==> src/rtl/text_ctrl.sv <==
`default_nettype none
// ============================================================================
//  Module   : text_ctrl
//  Purpose  : Command sequencer for the double-buffered text RAM. Turns
//             CPU command/data pairs into byte writes on the back buffer,
//             tracks the text cursor and defers buffer swaps to the rising
//             edge of vertical blanking so scanout never tears.
//  Ports    : clk        - pixel clock, rising edge
//             rst        - asynchronous reset, active low
//             cmd_valid  - command present
//             cmd_code   - 00 STORE_BYTE, 01 MOVE_CURSOR, 10 DISPLAY, 11 CLEAR
//             cmd_data   - command operand
//             cmd_ready  - command accepted when cmd_valid && cmd_ready
//             vblank     - vertical blanking, synchronous to clk
//             wr_en      - RAM write strobe (one byte per cycle)
//             wr_buf     - buffer index of the write (the back buffer)
//             wr_addr    - byte address y*2*COLS + x
//             wr_data    - byte to write
//             active_buf - buffer currently scanned out
//             busy       - high while clearing or waiting for a swap
//  Config   : TEXT_CTRL_CLEAR_EN - when defined, CLEAR sweeps the back
//             buffer; otherwise command 11 is a single-cycle no-op.
//  Revision : 1.0 - initial release
// ============================================================================
module text_ctrl #(
    parameter int COLS = 80,
    parameter int ROWS = 60,
    parameter int AW   = 14
) (
    input  logic          clk,
    input  logic          rst,
    input  logic          cmd_valid,
    input  logic [1:0]    cmd_code,
    input  logic [7:0]    cmd_data,
    output logic          cmd_ready,
    input  logic          vblank,
    output logic          wr_en,
    output logic          wr_buf,
    output logic [AW-1:0] wr_addr,
    output logic [7:0]    wr_data,
    output logic          active_buf,
    output logic          busy
);

    localparam logic [1:0] c_IDLE      = 2'd0;
    localparam logic [1:0] c_SWAP_WAIT = 2'd2;
`ifdef TEXT_CTRL_CLEAR_EN
    localparam logic [1:0] c_CLEAR     = 2'd1;
    localparam logic [AW-1:0] c_LAST_ADDR = AW'(2 * COLS * ROWS - 1);
`endif

    localparam logic [7:0]    c_LAST_X    = 8'(2 * COLS - 1);
    localparam logic [5:0]    c_LAST_Y    = 6'(ROWS - 1);
    localparam logic [6:0]    c_LAST_CELL = 7'(COLS - 1);
    localparam logic [AW-1:0] c_ROW_BYTES = AW'(2 * COLS);

    logic [1:0]    state_q, state_d;
    logic [7:0]    x_q, x_d;
    logic [5:0]    y_q, y_d;
    logic          act_q, act_d;
    logic          vb_prev_q;
    logic          wr_en_q, wr_en_d;
    logic [AW-1:0] wr_addr_q, wr_addr_d;
    logic [7:0]    wr_data_q, wr_data_d;
    logic          wr_buf_q;
    logic          busy_q;
`ifdef TEXT_CTRL_CLEAR_EN
    logic [AW-1:0] clr_cnt_q, clr_cnt_d;   // next sweep address
    logic [7:0]    colour_q, colour_d;     // colour byte latched at accept
`endif

    logic          w_accept;
    logic [AW-1:0] w_cur_addr;

    assign cmd_ready  = (state_q == c_IDLE);
    assign w_accept   = cmd_valid && cmd_ready;
    assign w_cur_addr = AW'(y_q) * c_ROW_BYTES + AW'(x_q);

    always_comb begin
        state_d   = state_q;
        x_d       = x_q;
        y_d       = y_q;
        act_d     = act_q;
        wr_en_d   = 1'b0;
        wr_addr_d = wr_addr_q;
        wr_data_d = wr_data_q;
`ifdef TEXT_CTRL_CLEAR_EN
        clr_cnt_d = clr_cnt_q;
        colour_d  = colour_q;
`endif
        case (state_q)
            c_IDLE: begin
                if (w_accept) begin
                    case (cmd_code)
                        2'b00: begin
                            wr_en_d   = 1'b1;
                            wr_addr_d = w_cur_addr;
                            wr_data_d = cmd_data;
                            if (x_q == c_LAST_X) begin
                                x_d = 8'd0;
                                y_d = (y_q == c_LAST_Y) ? 6'd0 : y_q + 6'd1;
                            end else begin
                                x_d = x_q + 8'd1;
                            end
                        end
                        2'b01: begin
                            if (cmd_data[7]) begin
                                y_d = (cmd_data[5:0] > c_LAST_Y) ? c_LAST_Y : cmd_data[5:0];
                            end else begin
                                // Operand is a cell column; the byte column is twice that.
                                x_d = {((cmd_data[6:0] > c_LAST_CELL) ? c_LAST_CELL : cmd_data[6:0]), 1'b0};
                            end
                        end
                        2'b10: begin
                            state_d = c_SWAP_WAIT;
                        end
                        default: begin
`ifdef TEXT_CTRL_CLEAR_EN
                            // Address 0 is written on the accept edge so the sweep
                            // starts in the very next cycle.
                            state_d   = c_CLEAR;
                            colour_d  = cmd_data;
                            wr_en_d   = 1'b1;
                            wr_addr_d = '0;
                            wr_data_d = 8'h00;
                            clr_cnt_d = AW'(1);
`endif
                        end
                    endcase
                end
            end
            c_SWAP_WAIT: begin
                if (vblank && !vb_prev_q) begin
                    act_d   = ~act_q;
                    state_d = c_IDLE;
                end
            end
`ifdef TEXT_CTRL_CLEAR_EN
            c_CLEAR: begin
                // The last address is already on the bus: finish the sweep
                // once that write cycle has elapsed.
                if (wr_addr_q == c_LAST_ADDR) begin
                    state_d = c_IDLE;
                    x_d     = 8'd0;
                    y_d     = 6'd0;
                end else begin
                    wr_en_d   = 1'b1;
                    wr_addr_d = clr_cnt_q;
                    wr_data_d = clr_cnt_q[0] ? colour_q : 8'h00;
                    clr_cnt_d = clr_cnt_q + AW'(1);
                end
            end
`endif
            default: begin
                state_d = c_IDLE;
            end
        endcase
    end

    always_ff @(posedge clk or negedge rst) begin
        if (!rst) begin
            state_q   <= c_IDLE;
            x_q       <= 8'd0;
            y_q       <= 6'd0;
            act_q     <= 1'b0;
            // A vblank already in progress at reset release is not an edge.
            vb_prev_q <= 1'b1;
            wr_en_q   <= 1'b0;
            wr_addr_q <= '0;
            wr_data_q <= 8'h00;
            wr_buf_q  <= 1'b1;
            busy_q    <= 1'b0;
        end else begin
            state_q   <= state_d;
            x_q       <= x_d;
            y_q       <= y_d;
            act_q     <= act_d;
            vb_prev_q <= vblank;
            wr_en_q   <= wr_en_d;
            wr_addr_q <= wr_addr_d;
            wr_data_q <= wr_data_d;
            wr_buf_q  <= ~act_d;
            busy_q    <= (state_d != c_IDLE);
        end
    end

`ifdef TEXT_CTRL_CLEAR_EN
    always_ff @(posedge clk or negedge rst) begin
        if (!rst) begin
            clr_cnt_q <= '0;
            colour_q  <= 8'h00;
        end else begin
            clr_cnt_q <= clr_cnt_d;
            colour_q  <= colour_d;
        end
    end
`endif

    assign wr_en      = wr_en_q;
    assign wr_buf     = wr_buf_q;
    assign wr_addr    = wr_addr_q;
    assign wr_data    = wr_data_q;
    assign active_buf = act_q;
    assign busy       = busy_q;

endmodule
`default_nettype wire

==> config.mk <==
export PLATFORM = sky130hd
export DESIGN_NAME = text_ctrl
export DESIGN_NICKNAME = d
export VERILOG_FILES = /design/src/rtl/text_ctrl.sv
export SDC_FILE = /design/constraint.sdc
export NUM_CORES = 1
export LEC_CHECK = 0
export CAP_MARGIN = 20
export CORE_ASPECT_RATIO = 1.4
export CORE_UTILIZATION = 50
export CTS_CLUSTER_DIAMETER = 120
export CTS_CLUSTER_SIZE = 12
export DETAILED_ROUTE_END_ITERATION = 7
export GPL_ROUTABILITY_DRIVEN = 0
export PLACE_DENSITY = 0.76
export SLEW_MARGIN = 30
export SYNTH_ARGS = -nofsm -noshare
export SYNTH_HDL_FRONTEND = slang
export SYNTH_SLANG_ARGS = --single-unit
==> constraint.sdc <==
create_clock -name clk -period 3.1 [get_ports clk]
set_input_delay 0.62 -clock clk [delete_from_list [all_inputs] [get_ports clk]]
set_output_delay 0.62 -clock clk [all_outputs]
set_load 0.02 [all_outputs]
==> out/metrics.yaml, run 1 <==
outcome:
  run_status: "completed"
place:
  dpl.cell_count: 317
  dp_hpwl_um: 3400
  io_buffer_count: 40
  placed_area_mm2: 0.00280
  pre_cts_slack_ns: 0.605
grt:
  grt.overflow.total: 0
  grt_max_degree: 44
  grt_pass1_vias: 1699
  grt_antenna_before_repair: 0
  grt_pass1_wl_um: 7940
  globalRouteTotalUtil_pct: 22.0
run:
  cap_violations: 0
finish:
  final_common_cell: "dfrtp_1"
  layout.cells.non_filler: 325
  drive_gt1_share_pct: 15.2
  finalNetCount: 291
  final_cell_area_mm2: 0.00291
  final_cell_mix: "41 x dfrtp_1, 39 x clkdlybuf4s50_1, 23 x o21ai_0"
  final.fill_count: 397
  final_core_util_pct: 64.7
  antennaDiodeCount: 0
  area_delta_synth_final_pct: 24.9
floorplanning:
  rows: 29
  io-pin-count: 41
  die_h_um: 82.8
  core_mm2: 0.00450
  die_w_um: 59.7
  die-area_mm2: 0.00494
  floorplan.initialDensity_pct: 51.8
drt:
  first_pass_iters: 4
  drc: 0
  vias_per_cell: 5.55
  first_iter_violations: 72
  drt-total-wl_um: 4690
  routedWlPerCell_um: 14.4
  ant_nets: 0
  vias: 1804
logic_synthesis:
  yosys_warnings: 0
  syn-cell-area_mm2: 0.00233
  seq_area_frac_synth_pct: 46.3
  ys_ff_latch: 43
  synthDistinctLibCells: 52
  syn_inst: 217
  synth_area_per_cell_um2: 10.7
  synthFlopType: "dfrtp_1"
  synth-edff-count: 0
  synth_fp_nets: 246
  postSynth.asyncResetShare_pct: 100
min_path:
  worst_hold_path_type: "primary input to async pin"
worst_setup_path:
  crit_start: "y_q[1]"
  path_class: "register to register"
  endpoint: "wr_addr[12]"
  cp_max_fo: 6
  r2r_slack_ns: 0.57
  required_ns: 3.28
  crit_arrival_ns: 2.71
  end_kind: "register"
  path_depth: 8
  critical_path.top_delay_family: "adder cells"
  cp_common_cell: "ha_1"
  r2r-end: "wr_addr[12]"
  path_buf_inv: 0
  timing.rr.start: "y_q[1]"
  cp_slowest_stage_delay_ns: 0.47
  crit_chain: "ha_1, ha_1, fa_1, xor2_2, nand2_1, nor4_2, xnor2_1, mux2_4"
  critPathLaunchType: "register"
  slowest_stage: "dfrtp_1"
  rr_worst_depth: 8
clocking:
  cts_hold_buf: 0
  cts.path.max_buffers: 2
  clockRootBuffer: "clkbuf_8"
  ctsResizeCount: 0
  clock-sinks: 43
  htree_levels: 2
  cts_buffers: 5
  clk_pin_slew_ns: 0.08
  cts_tree: "done"
  cts_setup_buffers: 0
  clock_latency_ns: 0.30
power_and_ir_drop:
  leakagePower_nw: 1.23
  peakVddDrop_uv: 512
  total_power_mw: 2.47
  powerDensity_mw_per_mm2: 848
timing:
  setup_slack_ns: 0.571
  whs_ns: 0.303
  hold_viol: 0
  finalCriticalPeriod_ns: 2.53
  drv_slew: 0
  period_share_pct: 81.6
  setup_viol_count_final: 0
  fin_skew_ns: 0.00695
  worstMarginPinSlew_ns: 0.605
  fmax_ghz: 0.395
  rsz0062_at_grt: "false"
  slew_headroom_pct: 59.4
  setup_tns_ns: 0
per-layer routing:
metal	part of all wire [%]	GRT usage, %	up-vias
li1	-	-	873
met3	4.3	4.96	9
met4	2.0	7.91	0
met5	0	0	-
met2	51	37.7	53
met1	42	26.7	869
worst min path at each step:
stage                       to  depth (start not counted)       start  slack (ns)
floorplan           active_buf                          0         rst        0.32
global placement    active_buf                          1  active_buf        0.47
detailed placement  active_buf                          1  active_buf        0.48
CTS                 active_buf                          1  active_buf        0.49
global route            y_q[3]                          1         rst        0.35
finish                  y_q[3]                          1         rst        0.30
synthesized netlist by cell type (3+ instances only):
cell / number / area share, %
dfrtp_1: 41 / 44
o21ai_0: 23 / 4.9
mux2_2: 19 / 9.2
a21oi_1: 14 / 3.0
ha_1: 13 / 7.0
nand2_1: 12 / 1.9
nor2_1: 11 / 1.8
nand3_1: 7 / 1.5
inv_1: 6 / 0.97
nand2b_1: 5 / 1.3
xnor2_1: 5 / 1.9
nor2b_1: 4 / 1.1
a21o_1: 3 / 0.97
nor3_1: 3 / 0.64
o22ai_1: 3 / 0.81
xor2_1: 3 / 1.1
area by class of cell:
type / instances / area (um^2) / share of cell area, %
Clock buffer: 7 / 76.3 / 2.62
Tap cell: 62 / 77.6 / 2.67
Clock inverter: 1 / 30.0 / 1.03
Inverter: 6 / 22.5 / 0.774
Multi-Input combinational cell: 162 / 1200 / 41.1
Timing Repair Buffer: 44 / 428 / 14.7
Sequential cell: 43 / 1080 / 37.1
cells by family after synthesis:
logic type	Yosys count	share of synthesized area [%]
compound gates	58	15.0
xor+xnor	9	3.70
fa+ha+maj	15	8.70
buf+inv	12	2.36
flops	43	46.3
mux	20	9.82
other cells	1	0.161
simple gates	59	14.0
state kept, by name, summed over array words and instances (netlist names):
register,cells
wr_addr,14
y_q,6
busy,1
wr_buf,1
vb_prev_q,1
active_buf,1
wr_en,1
state_q,2
wr_data,8
x_q,8
report_power, final:
part	internal (mW)	switching [mW]
combinational	0.576	0.561
sequential	0.748	0.159
clock	0.241	0.184
total	1.57	0.904
Power figures use the tool's default switching activity.
==> run 2: changes to the inputs <==
Clock period 3.1 ns to 2.4 ns, I/O delays scaled along.
==> out/metrics.yaml, run 2 (same netlist as run 1, synthesis figures left out) <==
clocking:
  cts_tree: "done"  # unchanged
  clock_latency_ns: 0.30  # about the same
  htree_levels: 2  # unchanged
  cts_buffers: 5  # unchanged
  cts.path.max_buffers: 2  # unchanged
  cts_hold_buf: 0  # unchanged
  clock-sinks: 43  # unchanged
  clockRootBuffer: "clkbuf_8"  # unchanged
  clk_pin_slew_ns: 0.09  # was 0.08 ns
power_and_ir_drop:
  internal-power_mw: 2.15  # was 1.57 mW
  p_comb_share_pct: 50.2  # was 46.0%
  seq_power_share_pct: 33.8  # was 36.8%
  total_power_mw: 3.40  # was 2.47 mW
  leakagePower_nw: 1.28  # was 1.23 nW
  peakVddDrop_uv: 771  # was 512 uV
  p_clk_share_pct: 16.1  # was 17.2%
  powerDensity_mw_per_mm2: 1130  # was 848 mW/mm^2
  switching_power_mw: 1.24  # was 904 uW
  switching_share_pct: 36.6  # about the same
drt:
  drc: 0  # unchanged
  vias: 1884  # was 1804
  vias_per_cell: 5.64  # was 5.55
  routedWlPerCell_um: 15.1  # was 14.4 um
  drt-total-wl_um: 5060  # was 4690 um
  ant_nets: 0  # unchanged
  first_pass_iters: 4  # unchanged
  first_iter_violations: 51  # was 72
place:
  dpl.cell_count: 324  # was 317
  dp_hpwl_um: 3630  # was 3400 um
  io_buffer_count: 40  # unchanged
  pre_cts_slack_ns: -0.0320  # was 0.605 ns
worst_setup_path:
  r2r-end: "wr_addr[12]"  # unchanged
  slowest_stage: "dfrtp_1"  # unchanged
  path_depth: 8  # unchanged
  end_kind: "register"  # unchanged
  path_buf_inv: 0  # unchanged
  cp_slowest_stage_delay_ns: 0.40  # was 0.47 ns
  critical_path.top_delay_family: "adder cells"  # unchanged
  r2r_slack_ns: 0.01  # was 0.57 ns
  timing.rr.start: "y_q[1]"  # unchanged
  cp_max_fo: 2  # was 6
  crit_chain: "ha_1, ha_1, fa_2, a21o_2, a21oi_2, xnor2_2, xnor2_1, mux2_4"  # was ha_1, ha_1, fa_1, xor2_2, nand2_1, nor4_2, xnor2_1, mux2_4
  required_ns: 2.59  # was 3.28 ns
  cp_common_cell: "ha_1"  # unchanged
  crit_start: "y_q[1]"  # unchanged
  crit_arrival_ns: 2.58  # was 2.71 ns
  endpoint: "wr_addr[12]"  # unchanged
  rr_worst_depth: 8  # unchanged
  path_class: "register to register"  # unchanged
  critPathLaunchType: "register"  # unchanged
finish:
  largest_reg_flops: 14  # unchanged
  final_common_cell: "dfrtp_1"  # unchanged
  layout.cells.non_filler: 334  # was 325
  area_delta_synth_final_pct: 29.3  # was 24.9%
  final.fill_count: 363  # was 397
  final_core_util_pct: 67.0  # was 64.7%
  finalNetCount: 300  # was 291
  drive_gt1_share_pct: 20.2  # was 15.2%
  final_cell_mix: "41 x dfrtp_1, 39 x clkdlybuf4s50_1, 23 x o21ai_0"  # unchanged
  antennaDiodeCount: 0  # unchanged
min_path:
  worst_hold_path_type: "primary input to async pin"  # unchanged
grt:
  grt.overflow.total: 0  # unchanged
  grt_pass1_wl_um: 8160  # was 7940 um
  grt_max_degree: 19  # was 44
  grt_antenna_before_repair: 0  # unchanged
  grt_pass1_vias: 1815  # was 1699
  globalRouteTotalUtil_pct: 22.6  # was 22.0%
timing:
  worstMarginPinSlew_ns: 0.604  # was 0.605 ns
  finalCriticalPeriod_ns: 2.39  # was 2.53 ns
  hold_viol: 0  # unchanged
  fin_skew_ns: 0.0146  # was 0.00695 ns
  fmax_ghz: 0.419  # was 0.395 GHz
  period_share_pct: 99.4  # was 81.6%
  slew_headroom_pct: 59.4  # about the same
  setup_viol_count_final: 0  # unchanged
  setup_tns_ns: 0  # unchanged
  setup_slack_ns: 0.0140  # was 0.571 ns
  drv_slew: 0  # unchanged
  rsz0062_at_grt: "true"  # was false
floorplanning:
  floorplan.initialDensity_pct: 51.8  # unchanged
  io-pin-count: 41  # unchanged
  die_h_um: 82.8  # unchanged
  die-area_mm2: 0.00494  # unchanged
  core_mm2: 0.00450  # unchanged
  die_w_um: 59.7  # unchanged
  rows: 29  # unchanged
outcome:
  run_status: "completed"  # unchanged
run:
  cap_violations: 0  # unchanged
## run 2: changes by cell type in the layout (fill, tap and decap cells not counted), sizes merged
cell | before | now
buf | 5 | 14
## run 2: worst min-delay path by stage
stage | endpoint | slack (ns) | cells after the start
2_1_floorplan | active_buf | 0.18 | 0
3_3_place_gp | wr_addr[11] | 0.41 | 1
3_5_place_dp | wr_addr[12] | 0.41 | 1
4_1_cts | wr_addr[12] | 0.08 | 1
5_1_grt | wr_addr[12] | 0.09 | 1
6_report | wr_addr[12] | 0.08 | 1
## run 2: area by class of cell
class	instances	area [um^2]	area share, %
tap	62	77.6	2.57
clock buffer	7	76.3	2.53
inverter	6	22.5	0.748
sequential	43	1080	35.8
multi-input combinational	162	1230	41.0
clock inverter	1	30.0	0.997
timing repair buffer	53	493	16.4
## run 2: layer usage
metal | GRT usage [%] | vias to the layer above | routed length [um] | part of all wire, %
met3 | 4.65 | 9 | 189 | 3.7
met5 | 0 | - | 0 | 0
met1 | 24.3 | 922 | 2070 | 41
met4 | 9.77 | 0 | 110 | 2.2
li1 | - | 891 | - | -
met2 | 41.8 | 62 | 2690 | 53
## run 2: worst register-to-register path: stages (launching register included)
cell and delay (ns):
dfrtp_1 0.40, ha_1 0.31, ha_1 0.24, fa_2 0.38, a21o_2 0.23, a21oi_2 0.18, xnor2_2 0.17, xnor2_1 0.10
mux2_4 0.26
## run 2: metrics by stage
step	hold WS, ns	cell area, um^2
global placement	0.408	2850
detailed placement	0.409	2850
CTS	0.0824	2980
floorplan	0.184	2330
finish	0.0758	3010
global route	0.0894	3010
## run 2: power groups by stage
| stage | Combinational, mW | Clock [mW] | Sequential, mW |
|---|---|---|---|
| after floorplan | 0.770 | 0 | 1.34 |
| after global placement | 1.52 | 0 | 1.15 |
| after detailed placement | 1.57 | 0 | 1.16 |
| after CTS | 1.64 | 0.560 | 1.15 |
| after global routing | 1.86 | 0.582 | 1.18 |
| final | 1.70 | 0.545 | 1.15 |
## run 2: repair_timing
item | 4_1_cts | 5_1_grt
setup endpoints to repair | 2 | 3
pin swaps | 1 | 4
buffers inserted | 2 | 0
gates resized for setup | 2 | 6
==> run 3: changes to the inputs <==
Settings changed: ABC_AREA set to 1, PLACE_DENSITY 0.76 to 0.79.
==> out/metrics.yaml, run 3 <==
clocking:
  clock-sinks: 43  # unchanged
  clockRootBuffer: "clkbuf_8"  # unchanged
  clock_latency_ns: 0.30  # about the same
  htree_levels: 2  # unchanged
  cts_buffers: 5  # unchanged
  cts_hold_buf: 0  # unchanged
  clk_pin_slew_ns: 0.09  # about the same
  cts_tree: "done"  # unchanged
  cts.path.max_buffers: 2  # unchanged
grt:
  grt_pass1_wl_um: 9460  # was 8160 um
  grt_antenna_before_repair: 0  # unchanged
  globalRouteTotalUtil_pct: 24.6  # was 22.6%
  grt.overflow.total: 0  # unchanged
  grt_max_degree: 37  # was 19
  grt_pass1_vias: 2233  # was 1815
logic_synthesis:
  synth_top_family_by_area: "simple AND/OR/NAND/NOR gates"  # was compound AO/OA/AOI/OAI gates
  ys_ff_latch: 43  # unchanged
  ys_top_cells_by_area: "dfrtp_1 42%, nand2_1 12%, ha_1 6.7%, o21ai_0 6.0%, inv_1 5.3%"  # was dfrtp_1 44%, mux2_2 9.2%, ha_1 7.0%, o21ai_0 4.9%, a21oi_1 3.0%
  synth_compound_area_share_pct: 12.0  # was 15.0%
  yosys_warnings: 0  # unchanged
  syn-cell-area_mm2: 0.00243  # was 0.00233 mm^2
  yosysMostFrequentCell: "nand2_1"  # was dfrtp_1
  synth-edff-count: 0  # unchanged
  synthAdderAreaFrac_pct: 8.35  # was 8.70%
  postSynth.asyncResetShare_pct: 100  # unchanged
  synthTopCellsByCount: "77 x nand2_1, 41 x dfrtp_1, 34 x inv_1"  # was 41 x dfrtp_1, 23 x o21ai_0, 19 x mux2_2
  synth_area_per_cell_um2: 8.10  # was 10.7 um^2
  syn_inst: 300  # was 217
  synthMuxAreaShare_pct: 0  # was 9.82%
  seq_area_frac_synth_pct: 44.4  # was 46.3%
  synth_fp_nets: 329  # was 246
  synth_top_area_share_pct: 42.2  # was 44.0%
  synthXorXnorAreaFrac_pct: 3.25  # was 3.70%
  yosys.area_share.simple_pct: 24.4  # was 14.0%
  synth_area_leader_cell: "dfrtp_1"  # unchanged
  synthDistinctLibCells: 31  # was 52
  synthFlopType: "dfrtp_1"  # unchanged
finish:
  largest_reg_flops: 14  # unchanged
  final_cell_mix: "77 x nand2_1, 40 x dfrtp_1, 39 x clkdlybuf4s50_1"  # was 41 x dfrtp_1, 39 x clkdlybuf4s50_1, 23 x o21ai_0
  final.fill_count: 417  # was 363
  area_delta_synth_final_pct: 23.8  # was 29.3%
  finalNetCount: 377  # was 300
  drive_gt1_share_pct: 9.46  # was 20.2%
  final_core_util_pct: 65.2  # was 67.0%
  final_common_cell: "nand2_1"  # was dfrtp_1
  antennaDiodeCount: 0  # unchanged
  final_cell_area_mm2: 0.00301  # about the same
timing:
  drv_slew: 0  # unchanged
  setup_viol_count_final: 0  # unchanged
  rsz0062_at_grt: "false"  # was true
  setup_tns_ns: 0  # unchanged
  period_share_pct: 93.0  # was 99.4%
  whs_ns: 0.137  # was 0.0758 ns
  finalCriticalPeriod_ns: 2.23  # was 2.39 ns
  hold_viol: 0  # unchanged
  fin_skew_ns: 0.00639  # was 0.0146 ns
  fmax_ghz: 0.448  # was 0.419 GHz
drt:
  drc: 0  # unchanged
  vias: 2176  # was 1884
  ant_nets: 0  # unchanged
  first_iter_violations: 66  # was 51
  vias_per_cell: 5.29  # was 5.64
  first_pass_iters: 4  # unchanged
  routedWlPerCell_um: 13.3  # was 15.1 um
  drt-total-wl_um: 5460  # was 5060 um
run:
  cap_violations: 0  # unchanged
worst_setup_path:
  cp_max_fo: 4  # was 2
  required_ns: 2.59  # about the same
  path_class: "register to register"  # unchanged
  r2r_slack_ns: 0.17  # was 0.01 ns
  end_kind: "register"  # unchanged
  crit_arrival_ns: 2.43  # was 2.58 ns
  critPathLaunchType: "register"  # unchanged
floorplanning:
  io-pin-count: 41  # unchanged
  die_w_um: 60.9  # was 59.7 um
  floorplan.initialDensity_pct: 52.7  # was 51.8%
  core_mm2: 0.00461  # was 0.00450 mm^2
  die-area_mm2: 0.00514  # was 0.00494 mm^2
  die_h_um: 84.5  # was 82.8 um
  rows: 29  # unchanged
place:
  dp_hpwl_um: 4170  # was 3630 um
  io_buffer_count: 40  # unchanged
  placed_area_mm2: 0.00291  # was 0.00285 mm^2
power_and_ir_drop:
  powerDensity_mw_per_mm2: 1020  # was 1130 mW/mm^2
  peakVddDrop_uv: 553  # was 771 uV
  leakagePower_nw: 1.48  # was 1.28 nW
outcome:
  run_status: "completed"  # unchanged
min_path:
  worst_hold_path_type: "primary input to async pin"  # unchanged
==> run 3: cell types whose count changed in the layout (fill, tap and decap cells not counted), sizes merged, moves of 5 or more <==
cell    previous run  this run
mux2              20         0
nand2b             5         0
nand2             12        80
nor2              12        25
o21ai             23        33
nand3              7        25
inv                6        37
buf               14         8
==> run 3: kinds of logic (layout without fill, tap and decap cells) <==
kind of cell / count (synthesis) / after routing
simple gates: 136 / 136
compound gates: 53 / 53
flops: 43 / 43
buf+inv: 43 / 92
fa+ha+maj: 15 / 15
xor+xnor: 9 / 9
other cells: 1 / 1
==> run 3: power breakdown <==
part	switching [mW]	internal, mW	total, mW
clock	0.259	0.204	0.463
sequential	0.177	0.945	1.12
combinational	0.816	0.660	1.48
total	1.25	1.81	3.06
==> run 3: repair_timing <==
| action | in CTS | in global routing |
|---|---|---|
| endpoints found under the setup margin | 0 | 3 |
| buffers inserted | 0 | 1 |
| resized for setup | 0 | 2 |
==> run 3: final cells by class <==
type                       count  area [um^2]  share of cell area, %
tap                           62         77.6                   2.58
timing repair buffer          47          448                   14.9
clock inverter                 2         12.5                  0.416
inverter                      37          141                   4.70
sequential                    43         1080                   35.9
multi-input combinational    214         1170                   39.1
clock buffer                   6         72.6                   2.41
==> run 3: metrics by stage <==
| step | total power [mW] | setup slack [ns] | cells |
|---|---|---|---|
| global placement | 2.54 | 0.211 | 402 |
| finish | 3.06 | 0.168 | 411 |
| global route | 3.31 | 0.00733 | 411 |
| floorplan | 2.04 | 0.252 | 300 |
| detailed placement | 2.59 | 0.144 | 402 |
| CTS | 3.05 | 0.125 | 410 |
==> run 3: metal layers <==
metal	global-route usage [%]	vias up	part of all wire [%]	wire length, um
met1	28.7	1015	39	2110
met4	11.6	0	2.7	148
met3	5.08	16	4.7	256
li1	-	1070	-	-
met2	41.7	75	54	2940
met5	0	-	0	0
==> run 3: final timing paths <==
path / start / endpoint / depth (start not counted)
max: y_q[3] / wr_addr[12] / 12
min: rst / y_q[0] / 1
max reg2reg: y_q[3] / wr_addr[12] / 12
min reg2reg: active_buf / wr_buf / 1
max in group asynchronous: rst / wr_addr[4] / 2
min in group clk: active_buf / wr_buf / 1
==> run 3: critical path, stage by stage (launching register included) <==
cell,delay (ns)
dfrtp_2,0.44
ha_1,0.28
ha_1,0.23
fa_1,0.52
nand2_1,0.08
nor2_1,0.10
nand2_1,0.06
nand2_1,0.11
inv_1,0.05
nor2_1,0.09
nand2_1,0.06
nand3_1,0.07
nand2_1,0.05
